$ cat config.mk
export PLATFORM = sky130hd
export DESIGN_NAME = tl45_scoreboard_flat
export DESIGN_NICKNAME = d
export VERILOG_FILES = /design/src/rtl/tl45_scoreboard_if.sv /design/src/rtl/tl45_scoreboard.sv /design/src/flat_wrapper.sv
export SDC_FILE = /design/constraint.sdc
export NUM_CORES = 1
export LEC_CHECK = 0
export CAP_MARGIN = 20
export CORE_ASPECT_RATIO = 1.25
export CORE_MARGIN = 2
export CORE_UTILIZATION = 25
export DETAILED_ROUTE_END_ITERATION = 8
export PLACE_DENSITY = 0.45
export SETUP_SLACK_MARGIN = 0.1
export SYNTH_ARGS = -nofsm -noshare
export SYNTH_HDL_FRONTEND = slang
export SYNTH_SLANG_ARGS = --single-unit
$ cat constraint.sdc
create_clock -name i_clk -period 8.1 [get_ports i_clk]
set_input_delay 0.81 -clock i_clk [delete_from_list [all_inputs] [get_ports i_clk]]
set_output_delay 0.81 -clock i_clk [all_outputs]
set_load 0.01 [all_outputs]
$ cat src/rtl/tl45_scoreboard_if.sv
// Register-read hazard interface for tl45: issue/writeback/branch inputs and
// stall/flush/monitor outputs of the scoreboard.
interface tl45_scoreboard_if #(
  parameter int unsigned NREGS = 16,
  parameter int unsigned CNT_W = 32
);
  localparam int unsigned RW = $clog2(NREGS);

  logic             i_issue_valid;
  logic [RW-1:0]    i_issue_sr1;
  logic [RW-1:0]    i_issue_sr2;
  logic             i_issue_uses_sr2;
  logic [RW-1:0]    i_issue_dr;
  logic             i_issue_long;
  logic             i_wb_valid;
  logic [RW-1:0]    i_wb_reg;
  logic             i_ext_stall;
  logic             i_branch_taken;
  logic             o_pipe_stall;
  logic             o_pipe_flush;
  logic [NREGS-1:0] o_pending;
  logic [CNT_W-1:0] o_stall_count;
  logic             o_deadlock;

  modport slave (
    input  i_issue_valid, i_issue_sr1, i_issue_sr2, i_issue_uses_sr2,
           i_issue_dr, i_issue_long, i_wb_valid, i_wb_reg, i_ext_stall,
           i_branch_taken,
    output o_pipe_stall, o_pipe_flush, o_pending, o_stall_count, o_deadlock
  );

  modport master (
    output i_issue_valid, i_issue_sr1, i_issue_sr2, i_issue_uses_sr2,
           i_issue_dr, i_issue_long, i_wb_valid, i_wb_reg, i_ext_stall,
           i_branch_taken,
    input  o_pipe_stall, o_pipe_flush, o_pending, o_stall_count, o_deadlock
  );
endinterface

$ cat src/rtl/tl45_scoreboard.sv
// tl45 register-read hazard controller: pending-write scoreboard for loads,
// stall/flush generation, stall counter and hazard deadlock monitor.
module tl45_scoreboard #(
  parameter int unsigned NREGS        = 16,
  parameter int unsigned FLUSH_CYCLES = 2,
  parameter int unsigned STALL_LIMIT  = 64,
  parameter int unsigned CNT_W        = 32
) (
  input logic             i_clk,
  input logic             i_reset,
  tl45_scoreboard_if.slave sb
);
  localparam int unsigned FW    = (FLUSH_CYCLES > 1) ? $clog2(FLUSH_CYCLES) : 1;
  localparam int unsigned RUN_W = $clog2(STALL_LIMIT + 1);
  localparam logic [FW-1:0]    FLUSH_RELOAD = FW'(FLUSH_CYCLES - 1);
  localparam logic [RUN_W-1:0] RUN_MAX      = RUN_W'(STALL_LIMIT);
  localparam logic [RUN_W-1:0] RUN_PRE      = RUN_W'(STALL_LIMIT - 1);

  logic [NREGS-1:0] pending;
  logic [NREGS-1:0] wb_clr;
  logic [NREGS-1:0] set_mask;
  logic [NREGS-1:0] eff;
  logic [FW-1:0]    flush_cnt;
  logic [RUN_W-1:0] stall_run;
  logic [CNT_W-1:0] stall_count;
  logic             deadlock;
  logic             hazard;
  logic             flush;
  logic             stall;
  logic             accept;

  always_comb begin
    wb_clr = '0;
    if (sb.i_wb_valid && sb.i_wb_reg != '0)
      wb_clr[sb.i_wb_reg] = 1'b1;
  end

  // Writeback bypasses into this cycle's check; bit 0 is never set, so r0 never hazards.
  assign eff = pending & ~wb_clr;

  always_comb begin
    hazard = sb.i_issue_valid &&
             (eff[sb.i_issue_sr1] ||
              (sb.i_issue_uses_sr2 && eff[sb.i_issue_sr2]) ||
              eff[sb.i_issue_dr]);
  end

  assign flush  = sb.i_branch_taken || (flush_cnt != '0);
  assign stall  = !flush && (hazard || sb.i_ext_stall);
  assign accept = sb.i_issue_valid && !stall && !flush;

  always_comb begin
    set_mask = '0;
    if (accept && sb.i_issue_long && sb.i_issue_dr != '0)
      set_mask[sb.i_issue_dr] = 1'b1;
  end

  always_ff @(posedge i_clk) begin
    if (i_reset) begin
      pending     <= '0;
      flush_cnt   <= '0;
      stall_run   <= '0;
      stall_count <= '0;
      deadlock    <= 1'b0;
    end else begin
      pending <= eff | set_mask;

      if (sb.i_branch_taken)
        flush_cnt <= FLUSH_RELOAD;
      else if (flush_cnt != '0)
        flush_cnt <= flush_cnt - 1'b1;

      if (stall && stall_count != '1)
        stall_count <= stall_count + 1'b1;

      // Only register hazards count toward deadlock; external stalls reset the run.
      if (hazard && !flush) begin
        if (stall_run != RUN_MAX)
          stall_run <= stall_run + 1'b1;
        if (stall_run >= RUN_PRE)
          deadlock <= 1'b1;
      end else begin
        stall_run <= '0;
      end
    end
  end

  assign sb.o_pipe_stall  = stall;
  assign sb.o_pipe_flush  = flush;
  assign sb.o_pending     = pending;
  assign sb.o_stall_count = stall_count;
  assign sb.o_deadlock    = deadlock;
endmodule

$ cat src/flat_wrapper.sv
// flat-port wrapper written by rule: the top's interface ports become plain ports
module tl45_scoreboard_flat 
#(
  parameter int unsigned NREGS        = 16,
  parameter int unsigned FLUSH_CYCLES = 2,
  parameter int unsigned STALL_LIMIT  = 64,
  parameter int unsigned CNT_W        = 32
)
  (i_clk, i_reset, sb_i_issue_valid, sb_i_issue_sr1, sb_i_issue_sr2, sb_i_issue_uses_sr2, sb_i_issue_dr, sb_i_issue_long, sb_i_wb_valid, sb_i_wb_reg, sb_i_ext_stall, sb_i_branch_taken, sb_o_pipe_stall, sb_o_pipe_flush, sb_o_pending, sb_o_stall_count, sb_o_deadlock);
  tl45_scoreboard_if #(.NREGS(NREGS), .CNT_W(CNT_W)) sb_i ();
  input logic i_clk;
  input logic i_reset;
  input wire logic [$bits(sb_i.i_issue_valid)-1:0] sb_i_issue_valid;
  input wire logic [$bits(sb_i.i_issue_sr1)-1:0] sb_i_issue_sr1;
  input wire logic [$bits(sb_i.i_issue_sr2)-1:0] sb_i_issue_sr2;
  input wire logic [$bits(sb_i.i_issue_uses_sr2)-1:0] sb_i_issue_uses_sr2;
  input wire logic [$bits(sb_i.i_issue_dr)-1:0] sb_i_issue_dr;
  input wire logic [$bits(sb_i.i_issue_long)-1:0] sb_i_issue_long;
  input wire logic [$bits(sb_i.i_wb_valid)-1:0] sb_i_wb_valid;
  input wire logic [$bits(sb_i.i_wb_reg)-1:0] sb_i_wb_reg;
  input wire logic [$bits(sb_i.i_ext_stall)-1:0] sb_i_ext_stall;
  input wire logic [$bits(sb_i.i_branch_taken)-1:0] sb_i_branch_taken;
  output wire logic [$bits(sb_i.o_pipe_stall)-1:0] sb_o_pipe_stall;
  output wire logic [$bits(sb_i.o_pipe_flush)-1:0] sb_o_pipe_flush;
  output wire logic [$bits(sb_i.o_pending)-1:0] sb_o_pending;
  output wire logic [$bits(sb_i.o_stall_count)-1:0] sb_o_stall_count;
  output wire logic [$bits(sb_i.o_deadlock)-1:0] sb_o_deadlock;
  assign sb_i.i_issue_valid = sb_i_issue_valid;
  assign sb_i.i_issue_sr1 = sb_i_issue_sr1;
  assign sb_i.i_issue_sr2 = sb_i_issue_sr2;
  assign sb_i.i_issue_uses_sr2 = sb_i_issue_uses_sr2;
  assign sb_i.i_issue_dr = sb_i_issue_dr;
  assign sb_i.i_issue_long = sb_i_issue_long;
  assign sb_i.i_wb_valid = sb_i_wb_valid;
  assign sb_i.i_wb_reg = sb_i_wb_reg;
  assign sb_i.i_ext_stall = sb_i_ext_stall;
  assign sb_i.i_branch_taken = sb_i_branch_taken;
  assign sb_o_pipe_stall = sb_i.o_pipe_stall;
  assign sb_o_pipe_flush = sb_i.o_pipe_flush;
  assign sb_o_pending = sb_i.o_pending;
  assign sb_o_stall_count = sb_i.o_stall_count;
  assign sb_o_deadlock = sb_i.o_deadlock;
  tl45_scoreboard #(.NREGS(NREGS), .FLUSH_CYCLES(FLUSH_CYCLES), .STALL_LIMIT(STALL_LIMIT), .CNT_W(CNT_W)) u_core (.i_clk(i_clk), .i_reset(i_reset), .sb(sb_i));
endmodule
==> impl_metrics.env, run 1 <==
export IMPL_critical_path_class="in -> out"
export IMPL_vias=3508
export IMPL_p_seq_frac=0.343
export IMPL_htree_levels=3
export IMPL_drive_gt1_frac=0.07835
export IMPL_critPathCaptureType="output port"
export IMPL_power_density_mw_per_mm2=179.2
export IMPL_start_util=0.2553
export IMPL_n_fill_cell=1386
export IMPL_cts_tree="built"
export IMPL_seqCellArea_mm2=0.001141
export IMPL_ys_seq_area_frac=0.3393
export IMPL_place_ws_ns=3.197
export IMPL_synth_avg_cell_area_um2=8.065
export IMPL_synth_seq_cells=57
export IMPL_grt_pass1_wl_mm=17.38
export IMPL_slew_viol_final=0
export IMPL_clkLatencyLatePin_ns=0.33
export IMPL_period_share=0.6079
export IMPL_cp_slowest_cell="clkdlybuf4s50_1"
export IMPL_io_pin_count=75
export IMPL_switchingPower_uw=174.6
export IMPL_syn_area_mm2=0.003363
export IMPL_netlist_instances=417
export IMPL_cts_num_sinks=57
export IMPL_clkPwrFrac=0.581
export IMPL_antenna_cells=0
export IMPL_crit_arrival_ns=4.11
export IMPL_synth_main_ff_cell="dfxtp_1"
export IMPL_cp_common_cell="clkdlybuf4s50_1"
export IMPL_grt_pass1_vias=3378
export IMPL_combPwrFrac=0.076
export IMPL_vias_per_cell=5.348
export IMPL_cts_made_buffers=9
export IMPL_fin_tns_setup_ns=0
export IMPL_nNetsFinal=507
export IMPL_max_freq_mhz=203.1
export IMPL_fin_crit_ns=4.924
export IMPL_dp_hpwl_mm=7.706
export IMPL_maxSlewHeadroom=0.5641
export IMPL_synth_edff_count=0
export IMPL_hold_ws_ns=0.4820
export IMPL_die_x_um=107.7
export IMPL_io_buffer_count=74
export IMPL_core_area_mm2=0.01317
export IMPL_die_h_um=133.7
export IMPL_crit_fanout=55
export IMPL_status="completed"
export IMPL_crit_chain="clkdlybuf4s50_1 > or3b_1 > o211ai_2 > a32oi_1 > a2111oi_0 > o2111ai_1 > a21oi_4 > buf_4 > nor2_1 > clkdlybuf4s50_1"
export IMPL_worstMarginPinSlew_ns=0.6478
export IMPL_multi_input_area_mm2=0.002077
export IMPL_rsz0062_at_grt="false"
export IMPL_syn_nets=444
export IMPL_drtIter0Drc=237
export IMPL_cpLargestDelayFamily="buffers and inverters"
export IMPL_drc_errors=0
export IMPL_yosys_cell_count_top_type="dfxtp_1"
export IMPL_cap_violations=0
export IMPL_synth_cell_types=58
export IMPL_overflow=0
export IMPL_async_reset_ff_frac=0
export IMPL_crit_buf_inv=3
export IMPL_postCtsHoldBufs=0
export IMPL_yosysTopAreaCellShare=0.3393
export IMPL_post_cts_resized=0
export IMPL_layout_setup_ws_ns=3.176
export IMPL_swShare=0.2112
export IMPL_dr_pass1_iters=5
export IMPL_setup_viol=0
export IMPL_grt_max_degree=62
export IMPL_grt_usage=0.1537
export IMPL_clock_skew_ns=0.004888
export IMPL_intPower_uw=652.0
export IMPL_finalHoldViolCount=0
export IMPL_fin_cells=656
export IMPL_wl_per_cell_um=16.68
export IMPL_final_antenna_net_count=0
export IMPL_syn2layout_area_growth_pct=37.17
export IMPL_synth_commonest_cells="dfxtp_1, nor2_1, o21ai_0"
export IMPL_antenna_found_initial=0
export IMPL_dp_cells=640
export IMPL_reg2reg_slack_ns=5.07
export IMPL_cts_max_path_buffers=2
export IMPL_rows=47
export IMPL_finalWirelength_mm=10.94
export IMPL_clock_tree_root_cell="clkbuf_16"
export IMPL_worst_ir_drop_vdd_uv=79.74
export IMPL_place_congestion=0.8508
export IMPL_hp_class="reg -> reg"
export IMPL_crit_required_ns=7.29
export IMPL_startpoint_type="input port"
export IMPL_dieArea_mm2=0.01440
export IMPL_max_stage_delay_ns=0.52
export IMPL_cts_clk_slew_worst_paths_ns=0.05
export IMPL_synth_area_top_cells="dfxtp_1, o21ai_0, o211ai_1"
export IMPL_cts_setup_buffers=0
export IMPL_yosys_warnings=0
export IMPL_leakage_uw=0.001481
export IMPL_synth_area_leader_cell="dfxtp_1"
[cell usage in the layout, fill, tap and decap left out, types with 8 or more instances in the layout]
cell             Yosys  routed
nand3_1             25      25
clkdlybuf4s50_1      0      73
or4_1                9       9
nand4_1              9       9
nand2_1             22      22
clkbuf_16            0       9
nor2b_1             10      10
and3_1              12      12
or3_1               17      17
inv_1               11      11
o31ai_1              8       8
nor2_1              34      34
dfxtp_1             57      57
o211ai_1            20      20
o21ai_0             31      31
o22ai_1             12      12
a21oi_1             28      28
[through the flow]
step                  util  total power, µW  instance area, µm²
floorplan                -            323.3                3363
global placement    0.3215            352.1                4235
detailed placement  0.3215            352.0                4235
CTS                 0.3502            838.2                4613
global route        0.3502            857.5                4613
finish              0.3502            826.7                4613
[layer usage]
layer	vias to the layer above	track usage	share of wire
met3	23	0.03327	0.065
li1	1715	-	-
met2	131	0.2495	0.49
met1	1639	0.1938	0.42
met4	0	0.06909	0.024
met5	-	0	0
[worst paths after layout]
path,start,to,cells past startpoint
worst min-delay path,u_core.sb.o_deadlock,u_core.sb.o_deadlock,2
worst max-delay path,sb_i_wb_valid,sb_o_pipe_stall,10
worst min register to register,u_core.sb.o_deadlock,u_core.sb.o_deadlock,2
worst max register to register,u_core.sb.o_stall_count[1],u_core.sb.o_stall_count[21],9
[flip-flops by register name, indices dropped and copies added, names as in the netlist]
| name | cells |
|---|---|
| u_core.sb.o_pending | 16 |
| u_core.flush_cnt | 1 |
| u_core.stall_run | 7 |
| u_core.sb.o_stall_count | 32 |
| u_core.sb.o_deadlock | 1 |
[area by class of cell]
cell class,instances,share of cell area
inverters,12,0.009764
clock buffers,11,0.05479
flip-flops and latches,57,0.2474
clock inverters,5,0.02712
well taps,171,0.04638
multi-input cells,323,0.4502
repair buffers,77,0.1644
[worst min-delay path: cells and delay by family, from the launching register on]
family,cells,cell delay (ns)
AND/OR/NAND/NOR,1,0.07
flip-flops,1,0.33
AO/OA/AOI/OAI,1,0.05
[kinds of logic (layout without fill, tap and decap cells)]
family / after synthesis / in the layout / synth area share
AO/OA/AOI/OAI: 127 / 127 / 0.2478
adder cells (fa/ha/maj): 3 / 3 / 0.01116
multiplexers: 15 / 15 / 0.05878
flip-flops: 57 / 57 / 0.3393
XOR/XNOR: 6 / 6 / 0.01562
AND/OR/NAND/NOR: 172 / 172 / 0.2820
buffers and inverters: 37 / 105 / 0.04539
[power groups by stage]
| stage | combinational (µW) | sequential [µW] | clock [µW] |
|---|---|---|---|
| 2_1_floorplan | 33.9 | 289 | 0 |
| 3_3_place_gp | 62.6 | 289 | 0 |
| 3_5_place_dp | 62.5 | 289 | 0 |
| 4_1_cts | 62.5 | 284 | 492 |
| 5_1_grt | 67.9 | 284 | 506 |
| 6_report | 62.9 | 284 | 480 |
(Power assumes the default switching activity.)
==> inputs of run 2 (changes only) <==
==> constraint.sdc (replaced) <==
create_clock -name i_clk -period 5.1 [get_ports i_clk]
set_input_delay 0.51 -clock i_clk [delete_from_list [all_inputs] [get_ports i_clk]]
set_output_delay 0.51 -clock i_clk [all_outputs]
set_load 0.01 [all_outputs]
==> run 2 against run 1 <==
Non-clock buffer count stayed put; total power is 42% higher; hold slack worse by 0.0029 ns; design area is 1.5% lower; largest cell class unchanged.
==> impl_metrics.env, run 2 (same netlist as run 1, synthesis figures left out) <==
export IMPL_clock_tree_root_cell="clkbuf_16"
export IMPL_vias_per_cell=5.373
export IMPL_critPathCaptureType="output port"
export IMPL_grt_pass1_vias=3355
export IMPL_postCtsHoldBufs=0
export IMPL_wl_per_cell_um=16.80
export IMPL_nNetsFinal=507
export IMPL_slew_viol_final=0
export IMPL_drive_gt1_frac=0.07423
export IMPL_dp_cells=640
export IMPL_clkLatencyLatePin_ns=0.33
export IMPL_rows=47
export IMPL_cts_setup_buffers=0
export IMPL_finalWirelength_mm=11.02
export IMPL_start_util=0.2553
export IMPL_cts_clk_slew_worst_paths_ns=0.05
export IMPL_layout_setup_ws_ns=1.112
export IMPL_grt_pass1_wl_mm=17.49
export IMPL_die_h_um=133.7
export IMPL_crit_fanout=11
export IMPL_fin_tns_setup_ns=0
export IMPL_dieArea_mm2=0.01440
export IMPL_antenna_found_initial=0
export IMPL_dr_pass1_iters=4
export IMPL_grt_use_met2=0.2544
export IMPL_setup_viol=0
export IMPL_max_freq_mhz=250.7
export IMPL_fin_cells=656
export IMPL_overflow=0
export IMPL_postPlaceCellArea_mm2=0.004235
export IMPL_grtUsageMet3=0.04207
export IMPL_io_buffer_count=74
export IMPL_n_fill_cell=1414
export IMPL_critical_path_class="in -> out"
export IMPL_htree_levels=3
export IMPL_cts_max_path_buffers=2
export IMPL_use_met1=0.1848
export IMPL_period_share=0.7820
export IMPL_fin_crit_ns=3.988
export IMPL_power_density_mw_per_mm2=258.2
export IMPL_worstMarginPinSlew_ns=0.6806
export IMPL_core_area_mm2=0.01317
export IMPL_grt_max_degree=55
export IMPL_final_common_cell="clkdlybuf4s50_1"
export IMPL_rsz0062_at_grt="false"
export IMPL_grt_usage=0.1550
export IMPL_cts_tree="built"
export IMPL_leakage_uw=0.001449
export IMPL_multi_input_area_mm2=0.002077
export IMPL_final_cell_area_mm2=0.004544
export IMPL_cap_violations=0
export IMPL_status="completed"
export IMPL_hp_class="reg -> reg"
export IMPL_cts_num_sinks=57
export IMPL_post_cts_resized=0
export IMPL_seqCellArea_mm2=0.001141
export IMPL_place_congestion=0.8819
export IMPL_final_antenna_net_count=0
export IMPL_final_cell_mix="clkdlybuf4s50_1, dfxtp_1, nor2_1, o21ai_0, a21oi_1"
export IMPL_worst_ir_drop_vdd_uv=117.7
export IMPL_drc_errors=0
export IMPL_die_x_um=107.7
export IMPL_vias=3525
export IMPL_post_route_util=0.3450
export IMPL_cts_made_buffers=9
export IMPL_startpoint_type="input port"
export IMPL_finalHoldViolCount=0
export IMPL_drtIter0Drc=197
export IMPL_crit_arrival_ns=3.48
export IMPL_syn2layout_area_growth_pct=35.12
export IMPL_maxSlewHeadroom=0.5421
export IMPL_antenna_cells=0
export IMPL_io_pin_count=75
export IMPL_dp_hpwl_mm=8.021
export IMPL_clock_skew_ns=0.007801
export IMPL_busiest_layer="met2"
export IMPL_place_ws_ns=1.133
export IMPL_crit_required_ns=4.59
export IMPL_largest_reg_flops=32
export IMPL_reg2reg_slack_ns=2.06
-- run 2: cell types whose count changed in the layout (fill, tap and decap cells not counted), sizes merged --
cell	previous run	this run
clkbuf	11	14
bufinv	4	1
-- run 2: per-stage QoR --
stage,hold slack [ns],power (µW)
finish,0.4791,1173
global route,0.5342,1227
CTS,0.4857,1192
detailed placement,0.4722,559.2
global placement,0.4757,560.3
floorplan,0.4948,513.4
-- run 2: routing by layer --
| layer | vias to the layer above | wire (µm) | part of all wire |
|---|---|---|---|
| met3 | 21 | 661 | 0.060 |
| met4 | 0 | 278 | 0.025 |
| li1 | 1713 | - | - |
| met5 | - | 0 | 0 |
| met2 | 115 | 5448 | 0.49 |
| met1 | 1676 | 4634 | 0.42 |
-- run 2: power by group --
part	switching [µW]	internal [µW]
sequential	2.76	448
clock	205	417
combinational	64.9	35.7
-- run 2: critical path: stages --
cell             delay, ns
clkdlybuf4s50_1       0.51
nand2b_1              0.45
o21ai_0               0.21
mux4_2                0.49
or3_1                 0.32
o2111ai_1             0.20
a21oi_4               0.12
nor2_1                0.11
clkdlybuf4s50_1       0.55
-- run 2: layout make-up --
class	count	share of cell area
clock inverters	2	0.007709
repair buffers	77	0.1669
clock buffers	14	0.06030
inverters	12	0.009912
multi-input cells	323	0.4570
well taps	171	0.04708
flip-flops and latches	57	0.2511
-- run 2: final timing paths --
kind / start / end / cells after the start
worst min register to register: u_core.sb.o_deadlock / u_core.sb.o_deadlock / 2
worst max-delay path: sb_i_wb_reg[0] / sb_o_pipe_stall / 9
worst min-delay path: u_core.sb.o_deadlock / u_core.sb.o_deadlock / 2
worst max register to register: u_core.sb.o_stall_count[1] / u_core.sb.o_stall_count[21] / 9
==> inputs of run 3 (changes only) <==
--- a/config.mk
+++ b/config.mk
@@ -10,7 +10,7 @@
 export CORE_MARGIN = 2
 export CORE_UTILIZATION = 25
 export DETAILED_ROUTE_END_ITERATION = 8
-export PLACE_DENSITY = 0.45
+export PLACE_DENSITY = 0.47
 export SETUP_SLACK_MARGIN = 0.1
 export SYNTH_ARGS = -nofsm -noshare
 export SYNTH_HDL_FRONTEND = slang
==> constraint.sdc (replaced) <==
create_clock -name i_clk -period 3.5 [get_ports i_clk]
set_input_delay 0.35 -clock i_clk [delete_from_list [all_inputs] [get_ports i_clk]]
set_output_delay 0.35 -clock i_clk [all_outputs]
set_load 0.01 [all_outputs]
==> run 3 against run 2 <==
Die area is the same; global-route usage up 0.78 points; design area up 7.2%; via count grew 4.1%; count of clock-buffer cells in the layout decreased by 2; critical path depth increased by 2; cell count rose by 5.6%; register-to-register slack got worse by 1.4 ns; critical endpoint unchanged; largest power group unchanged.
==> impl_metrics.env, run 3 (same netlist as run 1, synthesis figures left out) <==
export IMPL_status="completed"
export IMPL_dieArea_mm2=0.01440
export IMPL_max_freq_mhz=313.4
export IMPL_final_cell_area_mm2=0.004872
export IMPL_finalHoldViolCount=0
export IMPL_cts_made_buffers=9
export IMPL_crit_required_ns=3.15
export IMPL_cts_clk_slew_worst_paths_ns=0.05
export IMPL_core_area_mm2=0.01317
export IMPL_rsz0062_at_grt="false"
export IMPL_wl_per_cell_um=16.50
export IMPL_largest_reg_flops=32
export IMPL_overflow=0
export IMPL_crit_arrival_ns=2.84
export IMPL_io_buffer_count=74
export IMPL_fin_crit_ns=3.191
export IMPL_power_density_mw_per_mm2=358.9
export IMPL_critical_path_class="in -> out"
export IMPL_slew_viol_final=0
export IMPL_cap_violations=0
export IMPL_leakage_uw=0.001626
export IMPL_postCtsHoldBufs=0
export IMPL_period_share=0.9117
export IMPL_final_cell_mix="clkdlybuf4s50_1, dfxtp_1, buf_4, nor2_1, a21oi_1"
export IMPL_critPathCaptureType="output port"
export IMPL_post_route_util=0.3699
export IMPL_drive_gt1_frac=0.1571
export IMPL_grt_pass1_wl_mm=18.64
export IMPL_min_delay_start="i_reset"
export IMPL_grt_usage=0.1628
export IMPL_postPlaceCellArea_mm2=0.004511
export IMPL_antenna_found_initial=0
export IMPL_crit_fanout=6
export IMPL_final_common_cell="clkdlybuf4s50_1"
export IMPL_drc_errors=0
export IMPL_rows=47
export IMPL_io_pin_count=75
export IMPL_dp_hpwl_mm=8.365
export IMPL_grt_pass1_vias=3707
export IMPL_cp_startpoint="sb_i_wb_reg[2]"
export IMPL_cts_max_path_buffers=2
export IMPL_place_congestion=0.9072
export IMPL_grt_max_degree=50
export IMPL_syn2layout_area_growth_pct=44.87
export IMPL_die_x_um=107.7
export IMPL_n_fill_cell=1416
export IMPL_worstMarginPinSlew_ns=0.6631
export IMPL_hp_class="in -> reg"
export IMPL_clock_tree_root_cell="clkbuf_16"
export IMPL_die_h_um=133.7
export IMPL_maxSlewHeadroom=0.5539
export IMPL_worst_ir_drop_vdd_uv=251.3
export IMPL_cts_tree="built"
export IMPL_cts_num_sinks=57
export IMPL_drtIter0Drc=165
export IMPL_fin_tns_setup_ns=0
export IMPL_dr_pass1_iters=4
export IMPL_nNetsFinal=544
export IMPL_vias=3668
export IMPL_antenna_cells=0
export IMPL_reg2reg_from="u_core.sb.o_stall_count[0]"
export IMPL_clock_skew_ns=0.006141
export IMPL_setup_viol=0
export IMPL_start_util=0.2553
export IMPL_clkLatencyLatePin_ns=0.33
export IMPL_finalWirelength_mm=11.44
export IMPL_hold_ws_ns=0.3670
export IMPL_final_antenna_net_count=0
export IMPL_vias_per_cell=5.293
export IMPL_htree_levels=3
export IMPL_startpoint_type="input port"
## run 3: changes by cell type in the layout (fill, tap and decap cells not counted), moves of 2 or more
| cell | change |
|---|---|
| buf_4 | +36 |
| o21ai_0 | -5 |
| o21ai_1 | +5 |
| clkbuf_1 | -2 |
| clkinvlp_4 | +2 |
| nand2b_1 | -2 |
| nand2b_2 | +2 |
## run 3: worst paths after layout
kind	cells after the start	slack, ns	end
worst max-delay path	11	0.31	sb_o_pipe_stall
worst max register to register	9	0.65	u_core.sb.o_stall_count[17]
worst min register to register	2	0.48	u_core.sb.o_deadlock
worst min-delay path	2	0.37	u_core.sb.o_pending[0]
## run 3: power by group
group / total [µW] / leakage, µW / internal [µW] / switching, µW
logic: 173 / 0.00102 / 71.7 / 101
clock network: 920 / 0.000151 / 607 / 313
registers: 656 / 0.000459 / 652 / 3.55
total: 1750 / 0.00163 / 1330 / 418
## run 3: area by class of cell
type / count / area (µm²) / area share
multi-input cells: 323 / 2108 / 0.4327
flip-flops and latches: 57 / 1141 / 0.2342
repair buffers: 114 / 1047 / 0.2149
clock buffers: 12 / 266.5 / 0.05470
well taps: 171 / 214.0 / 0.04391
clock inverters: 4 / 50.05 / 0.01027
inverters: 12 / 45.04 / 0.009245
## run 3: critical path: stages
cell,delay (ns)
clkdlybuf4s50_1,0.42
buf_4,0.15
nand3b_1,0.27
buf_4,0.21
o211ai_1,0.15
o211ai_1,0.13
a311oi_2,0.39
o2111ai_2,0.19
a21oi_4,0.23
nor2_1,0.07
dlygate4sd2_1,0.28
## run 3: metal layers
metal / wire, µm / vias to the layer above / GRT usage / share of wire
met4: 315 / 0 / 0.06624 / 0.028
met2: 5660 / 100 / 0.2750 / 0.49
met5: 0 / - / 0 / 0
met1: 4778 / 1759 / 0.1916 / 0.42
met3: 681 / 30 / 0.04746 / 0.060
li1: - / 1779 / - / -
## run 3: what timing repair did
item / in CTS / in global routing
setup buffers: 2 / 0
setup endpoints to repair: 1 / 0
gates resized for setup: 14 / 0
## run 3: through the flow
| step | instances | setup slack (ns) | power (µW) |
|---|---|---|---|
| after floorplan | 417 | 0.7216 | 748.1 |
| after global placement | 675 | -0.07939 | 835.4 |
| after detailed placement | 675 | -0.2392 | 835.3 |
| after CTS | 693 | 0.2766 | 1771 |
| after global routing | 693 | 0.1271 | 1817 |
| final | 693 | 0.3090 | 1749 |
